[src/rtl/truth_table_logic_engine.sv]
// N_CH independent N_IN-input Boolean functions held as runtime-loadable truth tables.
// Tables are double-buffered, evaluation sits behind a valid/ready handshake, and a sweep FSM counts ones per channel.
module truth_table_logic_engine #(
    parameter int                     N_IN       = 4,
    parameter int                     N_CH       = 2,
    parameter logic [(1<<N_IN)-1:0]   DEFAULT_TT = 16'h1714
) (
    input  logic                                  clk,
    input  logic                                  rst_n,
    input  logic                                  cfg_we,
    input  logic [((N_CH > 1) ? $clog2(N_CH) : 1)-1:0] cfg_ch,
    input  logic [(1<<N_IN)-1:0]                  cfg_tt,
    input  logic                                  cfg_commit,
    input  logic                                  in_valid,
    output logic                                  in_ready,
    input  logic [N_CH*N_IN-1:0]                  in_vec,
    output logic                                  out_valid,
    input  logic                                  out_ready,
    output logic [N_CH-1:0]                       out_vec,
    input  logic                                  sweep_start,
    output logic                                  sweep_busy,
    output logic                                  sweep_done,
    output logic [N_CH*(N_IN+1)-1:0]              sweep_ones
);

    localparam int TT_W  = 1 << N_IN;
    localparam int CNT_W = N_IN + 1;

    typedef enum logic [1:0] {
        IDLE = 2'd0,
        RUN  = 2'd1,
        DONE = 2'd2
    } state_t;

    state_t            state;
    logic [N_IN-1:0]   idx;
    logic              commit_pend;

    logic [TT_W-1:0]   shadow     [N_CH];
    logic [TT_W-1:0]   shadow_nxt [N_CH];
    logic [TT_W-1:0]   active     [N_CH];

    logic              cfg_hit;
    logic              do_commit;
    logic              xfer_p0;
    logic [N_CH-1:0]   lookup_p0;

    function automatic logic tt_lookup(input logic [TT_W-1:0] tt, input logic [N_IN-1:0] sel);
        return tt[sel];
    endfunction

    // Shadow write is merged before the commit so a same-cycle write+commit lands in the active set.
    always_comb begin
        cfg_hit = cfg_we && (int'(cfg_ch) < N_CH);
        for (int c = 0; c < N_CH; c++) begin
            shadow_nxt[c] = shadow[c];
            if (cfg_hit && (int'(cfg_ch) == c)) begin
                shadow_nxt[c] = cfg_tt;
            end
        end
    end

    // Commits arriving during a sweep are deferred to DONE so one sweep sees one table set.
    always_comb begin
        do_commit = 1'b0;
        case (state)
            IDLE:    do_commit = cfg_commit;
            DONE:    do_commit = cfg_commit || commit_pend;
            default: do_commit = 1'b0;
        endcase
    end

    always_ff @(posedge clk or negedge rst_n) begin
        if (!rst_n) begin
            for (int c = 0; c < N_CH; c++) begin
                shadow[c] <= DEFAULT_TT;
                active[c] <= DEFAULT_TT;
            end
        end else begin
            for (int c = 0; c < N_CH; c++) begin
                shadow[c] <= shadow_nxt[c];
                if (do_commit) begin
                    active[c] <= shadow_nxt[c];
                end
            end
        end
    end

    // Stage p0: handshake and table lookup against the tables as they stand before this edge.
    assign in_ready = (state == IDLE) && (!out_valid || out_ready);
    assign xfer_p0  = in_valid && in_ready;

    always_comb begin
        for (int c = 0; c < N_CH; c++) begin
            lookup_p0[c] = tt_lookup(active[c], in_vec[c*N_IN +: N_IN]);
        end
    end

    // Stage p1: output register, held while the consumer stalls.
    always_ff @(posedge clk or negedge rst_n) begin
        if (!rst_n) begin
            out_valid <= 1'b0;
            out_vec   <= '0;
        end else if (xfer_p0) begin
            out_valid <= 1'b1;
            out_vec   <= lookup_p0;
        end else if (out_ready) begin
            out_valid <= 1'b0;
        end
    end

    // Sweep FSM; sweep_ones doubles as the running accumulator and is cleared on RUN entry.
    always_ff @(posedge clk or negedge rst_n) begin
        if (!rst_n) begin
            state       <= IDLE;
            idx         <= '0;
            commit_pend <= 1'b0;
            sweep_busy  <= 1'b0;
            sweep_done  <= 1'b0;
            sweep_ones  <= '0;
        end else begin
            case (state)
                IDLE: begin
                    sweep_done <= 1'b0;
                    if (sweep_start && !out_valid) begin
                        state      <= RUN;
                        idx        <= '0;
                        sweep_busy <= 1'b1;
                        sweep_ones <= '0;
                    end
                end
                RUN: begin
                    for (int c = 0; c < N_CH; c++) begin
                        sweep_ones[c*CNT_W +: CNT_W] <= sweep_ones[c*CNT_W +: CNT_W]
                                                        + CNT_W'(tt_lookup(active[c], idx));
                    end
                    if (cfg_commit) begin
                        commit_pend <= 1'b1;
                    end
                    if (idx == '1) begin
                        state      <= DONE;
                        sweep_busy <= 1'b0;
                        sweep_done <= 1'b1;
                    end else begin
                        idx <= idx + 1'b1;
                    end
                end
                DONE: begin
                    state       <= IDLE;
                    sweep_done  <= 1'b0;
                    commit_pend <= 1'b0;
                end
                default: begin
                    state      <= IDLE;
                    sweep_busy <= 1'b0;
                    sweep_done <= 1'b0;
                end
            endcase
        end
    end

endmodule

[config.mk]
export PLATFORM = sky130hd
export DESIGN_NAME = truth_table_logic_engine
export DESIGN_NICKNAME = d
export VERILOG_FILES = /design/src/rtl/truth_table_logic_engine.sv
export SDC_FILE = /design/constraint.sdc
export NUM_CORES = 1
export LEC_CHECK = 0
export ABC_AREA = 1
export BUFFER_PORTS_ARGS = -buffer_cell sky130_fd_sc_hd__buf_2
export CELL_PAD_IN_SITES_DETAIL_PLACEMENT = 0
export CELL_PAD_IN_SITES_GLOBAL_PLACEMENT = 1
export CORE_MARGIN = 10
export CORE_UTILIZATION = 40
export DETAILED_ROUTE_END_ITERATION = 7
export PLACE_DENSITY = 0.74
export REMOVE_ABC_BUFFERS = 1
export SETUP_SLACK_MARGIN = 0.1
export SLEW_MARGIN = 20
export SYNTH_ARGS = -nofsm -noshare
export SYNTH_HDL_FRONTEND = slang
export SYNTH_SLANG_ARGS = --single-unit
[constraint.sdc]
create_clock -name clk -period 4.55 [get_ports clk]
set_input_delay 0.6825 -clock clk [delete_from_list [all_inputs] [get_ports clk]]
set_output_delay 0.6825 -clock clk [all_outputs]
set_load 0.005 [all_outputs]
==> report_table.html <==
<table>
<tr><th>Metric</th><th>Value</th></tr>
<tr><th colspan="2">Status</th></tr>
<tr><td>Status</td><td>complete, no violations</td></tr>
<tr><th colspan="2">Placed design</th></tr>
<tr><td>Instance count after placement with tap cells included</td><td>645</td></tr>
<tr><td>GP Congestion</td><td>0.8288</td></tr>
<tr><td>I/O Buffers</td><td>47</td></tr>
<tr><td>HPWL after DPL</td><td>between 6 and 7 mm</td></tr>
<tr><th colspan="2">Logic synthesis</th></tr>
<tr><td>Post-synthesis cell type count</td><td>29</td></tr>
<tr><td>Number of register bits inferred by synthesis</td><td>86</td></tr>
<tr><td>Netlist area before placement</td><td>~4300 um^2</td></tr>
<tr><td>Average size of a mapped cell</td><td>8.979 um^2</td></tr>
<tr><td>Synthesis warning total</td><td>0</td></tr>
<tr><td>Cell type contributing the most total cell area after synthesis</td><td>dfrtp_1</td></tr>
<tr><td>Post-synth top area share</td><td>0.3585</td></tr>
<tr><td>Cells after synthesis</td><td>482</td></tr>
<tr><td>Synth area leaders</td><td>dfrtp_1 36%, dfstp_2 15%, nand2_1 7.8%, o21ai_2 6.5%, o21ai_0 5.3%</td></tr>
<tr><td>Fraction of the yosys area taken by sequential cells</td><td>0.5042</td></tr>
<tr><th colspan="2">Route</th></tr>
<tr><td>Wire length per cell after detailed routing</td><td>14.62 um</td></tr>
<tr><td>Vias after detailed routing</td><td>about 3.2k</td></tr>
<tr><td>Remaining antenna violation count after routing</td><td>0</td></tr>
<tr><td>Vias per std cell</td><td>4.843</td></tr>
<tr><td>Detailed-routing iteration count for the pre-antenna-repair pass</td><td>4</td></tr>
<tr><td>DRC errors left</td><td>0</td></tr>
<tr><td>Total wire length</td><td>9.665 mm</td></tr>
<tr><td>Violation count after the first detailed-route iteration</td><td>about 210</td></tr>
<tr><th colspan="2">Floorplanning</th></tr>
<tr><td>Die outline height</td><td>124.0 um</td></tr>
<tr><td>Total number of placement rows</td><td>37</td></tr>
<tr><td>Core outline area</td><td>10420 um^2</td></tr>
<tr><td>Floorplan die width</td><td>124.0 um</td></tr>
<tr><td>Die Area</td><td>15380 um^2</td></tr>
<tr><td>IO Count</td><td>48</td></tr>
<tr><td>Starting density of the core</td><td>0.4155</td></tr>
<tr><th colspan="2">STA</th></tr>
<tr><td>Unrepaired setup endpoints after global routing</td><td>false</td></tr>
<tr><td>Max transition margin</td><td>0.3175</td></tr>
<tr><td>Final hold violation count</td><td>0</td></tr>
<tr><td>Final count of pins violating max slew</td><td>0</td></tr>
<tr><td>Worst-margin pin slew</td><td>1.024 ns</td></tr>
<tr><td>Clock skew after layout</td><td>0.009487 ns</td></tr>
<tr><td>Fmax</td><td>about 430 MHz</td></tr>
<tr><td>Final critical-path required period</td><td>2.317 ns</td></tr>
<tr><td>Setup violation total in the final timing report</td><td>0</td></tr>
<tr><td>Total negative slack</td><td>0 ns</td></tr>
<tr><td>Share of the clock period used by the worst path</td><td>0.5091</td></tr>
<tr><th colspan="2">Global routing</th></tr>
<tr><td>Number of global-route vias before repair</td><td>3216</td></tr>
<tr><td>Met1 track utilization from global routing</td><td>0.1882</td></tr>
<tr><td>GRT Total Usage</td><td>0.1340</td></tr>
<tr><td>Overflow left after global routing</td><td>0</td></tr>
<tr><td>Maximum number of pins on one net before global-route repair</td><td>87</td></tr>
<tr><td>Global routing met2 resource utilization</td><td>0.1987</td></tr>
<tr><td>First-pass GRT wire length</td><td>16.26 mm</td></tr>
<tr><td>Global-route met3 utilization</td><td>0.02896</td></tr>
<tr><td>Initial antenna violation count</td><td>0</td></tr>
<tr><td>Most heavily used metal layer in global routing</td><td>met2</td></tr>
<tr><th colspan="2">Worst setup path</th></tr>
<tr><td>Reg-to-reg endpoint</td><td>sweep_ones[9]</td></tr>
<tr><td>Worst setup path startpoint</td><td>idx[0]</td></tr>
<tr><td>Top fanout value on the critical path</td><td>19</td></tr>
<tr><td>Required time at the endpoint of the critical path</td><td>4.83 ns</td></tr>
<tr><td>Depth of the worst register-to-register path</td><td>11</td></tr>
<tr><td>Start of the worst register-to-register path</td><td>idx[0]</td></tr>
<tr><td>Flop-to-flop setup slack</td><td>2.23 ns</td></tr>
<tr><td>Start-to-end type of the worst setup path</td><td>flip-flop to flip-flop</td></tr>
<tr><td>Crit. End Element</td><td>flip-flop</td></tr>
<tr><td>Critical path startpoint category</td><td>flip-flop</td></tr>
<tr><td>Worst setup path endpoint</td><td>sweep_ones[9]</td></tr>
<tr><td>WP data arrival</td><td>2.59 ns</td></tr>
<tr><th colspan="2">Pwr</th></tr>
<tr><td>VDD IR max</td><td>0.2304 mV</td></tr>
<tr><td>Leak</td><td>about 0.0023 uW</td></tr>
<tr><td>Total power divided by cell area</td><td>619.2 nW/um^2</td></tr>
<tr><th colspan="2">Cells and area</th></tr>
<tr><td>Fraction of layout cells with a size suffix above 1</td><td>0.3162</td></tr>
<tr><td>Growth of design area from synthesis to finish</td><td>11.01%</td></tr>
<tr><td>Count of non-filler cells in the finished layout</td><td>roughly 660</td></tr>
<tr><td>Layout Nets</td><td>about 560</td></tr>
<tr><td>Filler cell count in the final layout</td><td>1049</td></tr>
<tr><td>Fin util</td><td>0.4613</td></tr>
<tr><td>Number of antenna repair diodes</td><td>0</td></tr>
<tr><th colspan="2">CTS</th></tr>
<tr><td>Resize count post-CTS</td><td>0</td></tr>
<tr><td>Reg clk slew, reported paths</td><td>about 0.090 ns</td></tr>
<tr><td>Max Root-Sink Buffers</td><td>2</td></tr>
<tr><td>Total clock buffers created by CTS</td><td>9</td></tr>
<tr><td>Number of H-tree levels</td><td>3</td></tr>
<tr><td>Sinks on Clock Net</td><td>86</td></tr>
<tr><td>Count of hold-fix buffers inserted at cts</td><td>0</td></tr>
<tr><td>Number of setup buffers added after CTS</td><td>0</td></tr>
<tr><td>Worst-Skew Late Latency</td><td>0.36 ns</td></tr>
<tr><td>Root buffer selected by CTS</td><td>clkbuf_8</td></tr>
<tr><td>TritonCTS clock tree</td><td>done</td></tr>
<tr><th colspan="2">Hold path</th></tr>
<tr><td>Type of the most critical hold path</td><td>input port to async pin</td></tr>
<tr><th colspan="2">Job</th></tr>
<tr><td>Max-cap viol count</td><td>0</td></tr>
</table>
[synthesized netlist by cell type]
master    instances
nand2_1          90
dfrtp_1          62
inv_1            60
o21ai_0          46
nand3_1          44
o21ai_2          32
nand2_2          30
dfstp_2          24
a21oi_1          21
buf_2            12
o21ai_1          10
inv_2             9
nor2_1            6
ha_1              5
a22o_1            4
buf_12            4
buf_6             3
nor2_2            3
nor2_4            3
xnor2_1           3
nand3b_1          2
xor2_1            2
a22o_4            1
clkbuf_1          1
nor2_8            1
nor3_1            1
nor3_2            1
o22ai_1           1
o31ai_1           1
[registers in the layout, indices dropped and copies added (netlist names)]
name / count
active: 32
commit_pend: 1
idx: 4
out_valid: 1
out_vec: 2
shadow: 32
state: 2
sweep_busy: 1
sweep_done: 1
sweep_ones: 10
[cell families (layout without fill, tap and decap cells)]
logic type | after synthesis | count (layout) | share of synthesized area
flip-flops | 86 | 86 | 0.5042
adder cells (fa/ha/maj) | 5 | 5 | 0.01446
XOR/XNOR | 5 | 5 | 0.01012
AND/OR/NAND/NOR | 181 | 181 | 0.2012
buffers and inverters | 89 | 132 | 0.1009
AO/OA/AOI/OAI | 116 | 116 | 0.1691
[through the flow]
step | hold WS (ns) | instance area [um^2] | total power [uW] | worst slack, ns
finish | 0.3384 | 4805 | 2975 | 2.233
detailed placement | 0.4650 | 4558 | 2356 | 2.232
floorplan | 0.3869 | 4150 | 2004 | 2.631
CTS | 0.4931 | 4798 | 3016 | 2.181
global placement | 0.4614 | 4558 | 2336 | 2.228
global route | 0.4102 | 4805 | 3215 | 1.896
[report_power, final]
| part | internal [uW] | switching (uW) |
|---|---|---|
| Sequential | 1060 | 172 |
| Combinational | 427 | 669 |
| Clock | 380 | 270 |
| Total | 1870 | 1110 |
[final cells by class]
class,instances,area [um^2],area share
flip-flops and latches,86,2182,0.4542
multi-input cells,307,1712,0.3562
clock buffers,12,145.1,0.03021
repair buffers,47,241.5,0.05026
well taps,136,170.2,0.03542
clock inverters,4,95.09,0.01979
inverters,69,259.0,0.05391
[layout by cell type (no fill, tap or decap)]
master     netlist  routed
o21ai_2         32      32
nor2_2           3       3
o21ai_1         10      10
nor3_2           1       1
a21oi_1         21      21
o21ai_0         46      46
nand3_1         44      44
nor2_1           6       6
inv_2            9       9
dfrtp_1         62      62
buf_6            3       1
nand3b_1         2       2
o31ai_1          1       1
xnor2_1          3       3
clkbuf_8         0      10
clkbuf_1         1       2
dfstp_2         24      24
nand2_1         90      89
buf_2           12      46
nor2_8           1       1
clkinv_2         0       1
xor2_1           2       2
a22o_4           1       1
a22o_1           4       4
o22ai_1          1       1
nor2_4           3       3
ha_1             5       5
bufinv_16        0       3
nor3_1           1       1
inv_1           60      60
nand2_2         30      31
[routing by layer]
layer  vias up  routed length [um]
met1      1492                4836
met2        61                4321
met4         0                 150
met5         -                   0
li1       1636                   -
met3        12                 356
[worst min-delay path by stage]
stage             startpoint             to  slack, ns  cells after the start
2_1_floorplan          rst_n      active[0]       0.39                      0
3_3_place_gp      out_vec[1]     out_vec[1]       0.46                      2
3_5_place_dp      out_vec[0]     out_vec[0]       0.47                      2
4_1_cts        sweep_ones[8]  sweep_ones[8]       0.49                      1
5_1_grt                rst_n      shadow[5]       0.41                      1
6_report               rst_n      active[5]       0.34                      1
[critical path, stage by stage, from the launching register on]
cell,delay (ns)
dfrtp_1,0.73
inv_2,0.27
a21oi_1,0.19
o21ai_0,0.09
nand3_1,0.09
nand3_1,0.07
nand2_1,0.09
ha_1,0.18
ha_1,0.17
nand3_1,0.09
xor2_1,0.14
o21ai_0,0.14
No activity file was read; power rests on OpenSTA's default activity.
